===== src/rtl/cpu_pkg.sv =====
// Shared CPU constants: default datapath widths and architectural register numbers
// used by the register file and the decode stage.
package cpu_pkg;

  localparam int CPU_DW = 32;
  localparam int CPU_AW = 5;

  // Architectural register numbers
  localparam int REG_ZERO = 0;
  localparam int REG_GP   = 28;
  localparam int REG_SP   = 29;
  localparam int REG_FP   = 30;
  localparam int REG_RA   = 31;

  // Number of entries addressed by a register number of the given width
  function automatic int numRegs(input int aw);
    return 1 << aw;
  endfunction

endpackage


===== src/rtl/regfile_wdec.sv =====
// One-hot write decoder for the register file: turns a register number plus a
// write enable into per-entry load enables. The zero register never gets one.
module regfile_wdec
  import cpu_pkg::*;
#(
  parameter int AW = CPU_AW
) (
  input  logic                 we_i,
  input  logic [AW-1:0]        wn_i,
  output logic [(1<<AW)-1:0]   wen_o
);

  // Decode the register number when writing; entry 0 is forced off
  always_comb begin
    wen_o = '0;
    if (we_i) begin
      wen_o[wn_i] = 1'b1;
    end
    wen_o[REG_ZERO] = 1'b0;
  end

endmodule


===== src/rtl/regfile_2r1w.sv =====
// CPU general-purpose register file: 2^AW entries of DW bits, two combinational
// read ports feeding decode, one clocked write port from write-back.
// Entry 0 is a constant zero. Optional write-first forwarding on both read ports.
module regfile_2r1w
  import cpu_pkg::*;
#(
  parameter int DW     = CPU_DW,
  parameter int AW     = CPU_AW,
  parameter bit BYPASS = 1'b1
) (
  input  logic          Clk,
  input  logic          Clrn,
  input  logic          We,
  input  logic [AW-1:0] Wn,
  input  logic [DW-1:0] D,
  input  logic [AW-1:0] Rna,
  input  logic [AW-1:0] Rnb,
  output logic [DW-1:0] Qa,
  output logic [DW-1:0] Qb
);

  localparam int NREGS = 1 << AW;

  logic [NREGS-1:0]         wen;
  logic [NREGS-1:0][DW-1:0] entries;
  logic [DW-1:0]            storedA;
  logic [DW-1:0]            storedB;

  regfile_wdec #(.AW(AW)) u_wdec (
    .we_i  (We),
    .wn_i  (Wn),
    .wen_o (wen)
  );

  for (genvar g = 0; g < NREGS; g++) begin : gEntry
    if (g == REG_ZERO) begin : gZero
      // No storage for the zero register. Its decoder enable is always low,
      // so masking with it still yields a constant zero slot.
      assign entries[g] = {DW{1'b0}} & {DW{wen[g]}};
    end else begin : gReg
      logic [DW-1:0] entry_d;
      logic [DW-1:0] entry_q;

      assign entry_d = wen[g] ? D : entry_q;

      // Entry storage: loads on its decoder enable, cleared at once by reset
      always_ff @(posedge Clk or negedge Clrn) begin
        if (!Clrn) begin
          entry_q <= '0;
        end else begin
          entry_q <= entry_d;
        end
      end

      assign entries[g] = entry_q;
    end
  end

  // Read muxes select stored state; slot 0 already reads as zero
  assign storedA = entries[Rna];
  assign storedB = entries[Rnb];

  if (BYPASS) begin : gBypass
    logic fwdA;
    logic fwdB;

    // Forward the incoming write data when it targets the register being
    // read, so decode sees the write-back value in the same cycle.
    // Reset and the zero register both disable forwarding.
    always_comb begin
      fwdA = Clrn && We && (Wn != '0) && (Wn == Rna);
      fwdB = Clrn && We && (Wn != '0) && (Wn == Rnb);
      Qa   = fwdA ? D : storedA;
      Qb   = fwdB ? D : storedB;
    end
  end else begin : gNoBypass
    assign Qa = storedA;
    assign Qb = storedB;
  end

endmodule

===== config.mk =====
export PLATFORM = sky130hd
export DESIGN_NAME = regfile_2r1w
export DESIGN_NICKNAME = d
export VERILOG_FILES = /design/src/rtl/cpu_pkg.sv /design/src/rtl/regfile_wdec.sv /design/src/rtl/regfile_2r1w.sv
export SDC_FILE = /design/constraint.sdc
export NUM_CORES = 2
export LEC_CHECK = 0
export CAP_MARGIN = 20
export CORE_MARGIN = 4
export CORE_UTILIZATION = 55
export CTS_BUF_LIST = sky130_fd_sc_hd__clkbuf_16
export CTS_CLUSTER_DIAMETER = 50
export DETAILED_ROUTE_END_ITERATION = 10
export GPL_TIMING_DRIVEN = 0
export PLACE_DENSITY = 0.77
export SYNTH_ARGS = -nofsm -noshare
export SYNTH_HDL_FRONTEND = slang
export SYNTH_SLANG_ARGS = --single-unit

===== constraint.sdc =====
create_clock -name Clk -period 4.2 [get_ports Clk]
set_input_delay 0.42 -clock Clk [delete_from_list [all_inputs] [get_ports Clk]]
set_output_delay 0.42 -clock Clk [all_outputs]
set_load 0.03 [all_outputs]

==> qor.csv <==
stage,metric,value,unit
timing,min_period_over_period,102,%
synth,syn_nets,3733,
floorplanning,coreArea,96600,um^2
finish,regMostFlops,gEntry.gReg.entry_q,
power_and_ir_drop,ir_drop,377,uV
critical_path,crit_family,buffers and inverters,
synth,synthCells,3683,
critical_path,critPathMostFrequentCell,buf_2,
placed_design,dpl_cell_area,56500,um^2
global_route,grt_pass1_vias,39900,
finish,finalNetCount,3987,
timing,worstMarginPinSlew,1310,ps
timing,clock_skew,0,ps
min_path,hold_class,in2async,
clocking,insertion_delay,720,ps
critical_path,critPathMaxFanout,10,
power_and_ir_drop,intPower,0.0206,W
finish,finalInstanceArea,60700,um^2
critical_path,path_cells,"buf_2, buf_2, clkbuf_1, mux4_2, o22ai_1, or3_1, o21ai_1, clkdlybuf4s50_1",
finish,largest_register_ff_count,992,
floorplanning,fp.dieArea,102000,um^2
clocking,cts_tree,yes,
power_and_ir_drop,powerDensity,481,nW/um^2
power_and_ir_drop,clkPwrFrac,33.7,%
finish,final_common_cell,mux2_2,
critical_path,critical_path_required,3780,ps
synth,synth.avg_cell_area,14.5,um^2
status,violations,setup timing,
route,drt-vias-per-instance,7.34,
route,detail-route-antenna-nets,0,
synth,synth_flop_cell,dfrtp_1,
global_route,grt_usage,37.9,%
timing,slew_headroom,12.8,%
global_route,grt_antenna_before_repair,9,
clocking,cts_buffers,114,
critical_path,worst-path-buf-inv,4,
route,drc,0,
route,dr_total_vias,39000,
synth,ys_warn_count,0,
synth,synth_area,53500,um^2
status,status,"finished, violations left",
timing,setup_slack,-67.9,ps
clocking,root_buffer,clkbuf_16,
timing,drv_slew,0,
power_and_ir_drop,p_sw,0.00857,W
placed_design,placed_cells,5085,
global_route,grt_max_degree,123,
critical_path,worst_ep_arrival_time,3850,ps
clocking,cts-htree-levels,3,
timing,final.setup.tns,-247,ps
timing,fin_crit,4270,ps
critical_path,max_stage_delay,870,ps
critical_path,crit_path_start_kind,input pin,
critical_path,path_class,in2out,
clocking,ctsLongestPathBuffers,3,
clocking,path_clk_slew,60,ps
floorplanning,rows,114,
global_route,grt_pass1_wl,278000,um
finish,areaGrowthSynthToFinish,13.6,%
route,wl_per_cell,36.7,um
timing,hold_viol,0,
power_and_ir_drop,switching_share,29.3,%
critical_path,slowest_stage,clkbuf_1,
floorplanning,fp.dieW,320,um
finish,drive_gt1_share,48.0,%
critical_path,cp-end-kind,output port,
power_and_ir_drop,power_frac_seq,44.0,%
floorplanning,die_h,320,um
timing,maxClockFrequency,234,MHz
clocking,cts.sinks,992,
critical_path,r2r_slack,3390,ps
route,drtIter0Drc,5340,
power_and_ir_drop,leakage,26.3,nW
synth,async_flop_share,100,%
timing,finalSetupViolCount,8,
synth,synth_cell_types,41,
route,wl,195000,um
finish,most-common-layout-cells,"1083 x mux2_2, 992 x dfrtp_1, 438 x mux4_2",
power_and_ir_drop,p_comb_share,22.3,%
synth,ys_ff_latch,992,
floorplanning,pin_count,114,
placed_design,gp_congestion,0.995,
route,drt_pass1_iterations,5,
job,maxCapViolations,0,
global_route,grt_overflow,0,
synth,seq_area_frac_synth,46.4,%
placed_design,post-dp-hpwl,133000,um
floorplanning,start_util,55.4,%
finish,n_fill_cell,7160,
synth,synth_edf_count,0,
placed_design,io_buffers,102,
finish,top_regs,gEntry.gReg.entry_q (992),
finish,instances_no_fill,5314,
## per-layer routing
metal,global-route usage [%],wire length (um)
met1,48.3,69600
met5,0.648,146
met2,54.8,84400
met4,25.3,15600
met3,13.6,25300
## cells by family (layout without fill, tap and decap cells)
family	Yosys count	after routing	share of synthesized area, %
AOI/OAI and AO/OA	272	272	3.69
xor gates and xnor gates	10	10	0.164
buffers and inverters	406	755	3.33
DFF	992	992	46.4
muxes	1608	1608	42.9
other	0	6	0
and+or+nand+nor	395	395	3.48
## timing repair
action | 4_1_cts | 5_1_grt
endpoints found under the setup margin | 64 | 35
endpoints found under the hold margin | 73 | 0
setup buffers | 0 | 0
cloned | 1 | 0
resized for setup | 169 | 38
pin swaps | 1 | 0
hold buffers | 8 | 0
## synthesized netlist by cell type, types with 10 or more instances
cell type | instances | area (um^2)
or3_1 | 30 | 188
clkbuf_1 | 210 | 788
mux4_2 | 438 | 9860
mux2_2 | 1083 | 12200
nor3_1 | 62 | 310
a211oi_1 | 30 | 225
buf_1 | 68 | 255
nor2_1 | 174 | 653
o22ai_1 | 93 | 582
buf_4 | 18 | 135
buf_2 | 101 | 505
nor3b_1 | 32 | 240
a221oi_1 | 96 | 841
nand2_1 | 59 | 221
mux2i_1 | 87 | 871
dfrtp_1 | 992 | 24800
nand3_1 | 10 | 50.1
o21ai_0 | 31 | 155
## layout make-up
type | instances | area [um^2] | share of cell area [%]
diodes | 6 | 15.0 | 0.0247
plain buffers | 404 | 2000 | 3.29
clock buffers | 114 | 2850 | 4.70
clock inverters | 97 | 772 | 1.27
inverters | 1 | 5.00 | 0.00825
multi-input cells | 2285 | 26900 | 44.4
flip-flops and latches | 992 | 24800 | 40.9
well taps | 1276 | 1600 | 2.63
repair buffers | 139 | 1700 | 2.80
## through the flow
stage / setup slack (ps) / utilization (%) / hold WS (ps) / total power [W]
after floorplan: 1160 / - / 124 / 0.0171
after global placement: -42740 / 58.1 / 499 / 0.0190
after detailed placement: -1300 / 58.5 / 456 / 0.0193
after CTS: 0.722 / 62.7 / 449 / 0.0290
after global routing: -2.83 / 62.8 / 458 / 0.0301
final: -67.9 / 62.9 / 422 / 0.0292
## worst paths after layout
check                                              endpoint  depth (start not counted)                 startpoint
worst max-delay path                                 Qa[11]                          8                     Rna[2]
worst min-delay path             gEntry[23].gReg.entry_q[0]                          4                       Clrn
worst max register to register    gEntry[9].gReg.entry_q[0]                          1  gEntry[9].gReg.entry_q[0]
worst min register to register    gEntry[6].gReg.entry_q[1]                          1  gEntry[6].gReg.entry_q[1]
max in group asynchronous       gEntry[29].gReg.entry_q[11]                          5                       Clrn
min in group Clk                gEntry[31].gReg.entry_q[31]                          4                      Wn[1]
## power by group through the flow
stage	Sequential, W	Combinational (W)	Clock, W
floorplan	0.0124	0.00467	0
global placement	0.0128	0.00616	0
detailed placement	0.0129	0.00637	0
CTS	0.0128	0.00642	0.00980
global route	0.0130	0.00685	0.0102
finish	0.0129	0.00653	0.00984
(Power assumes the default switching activity.)
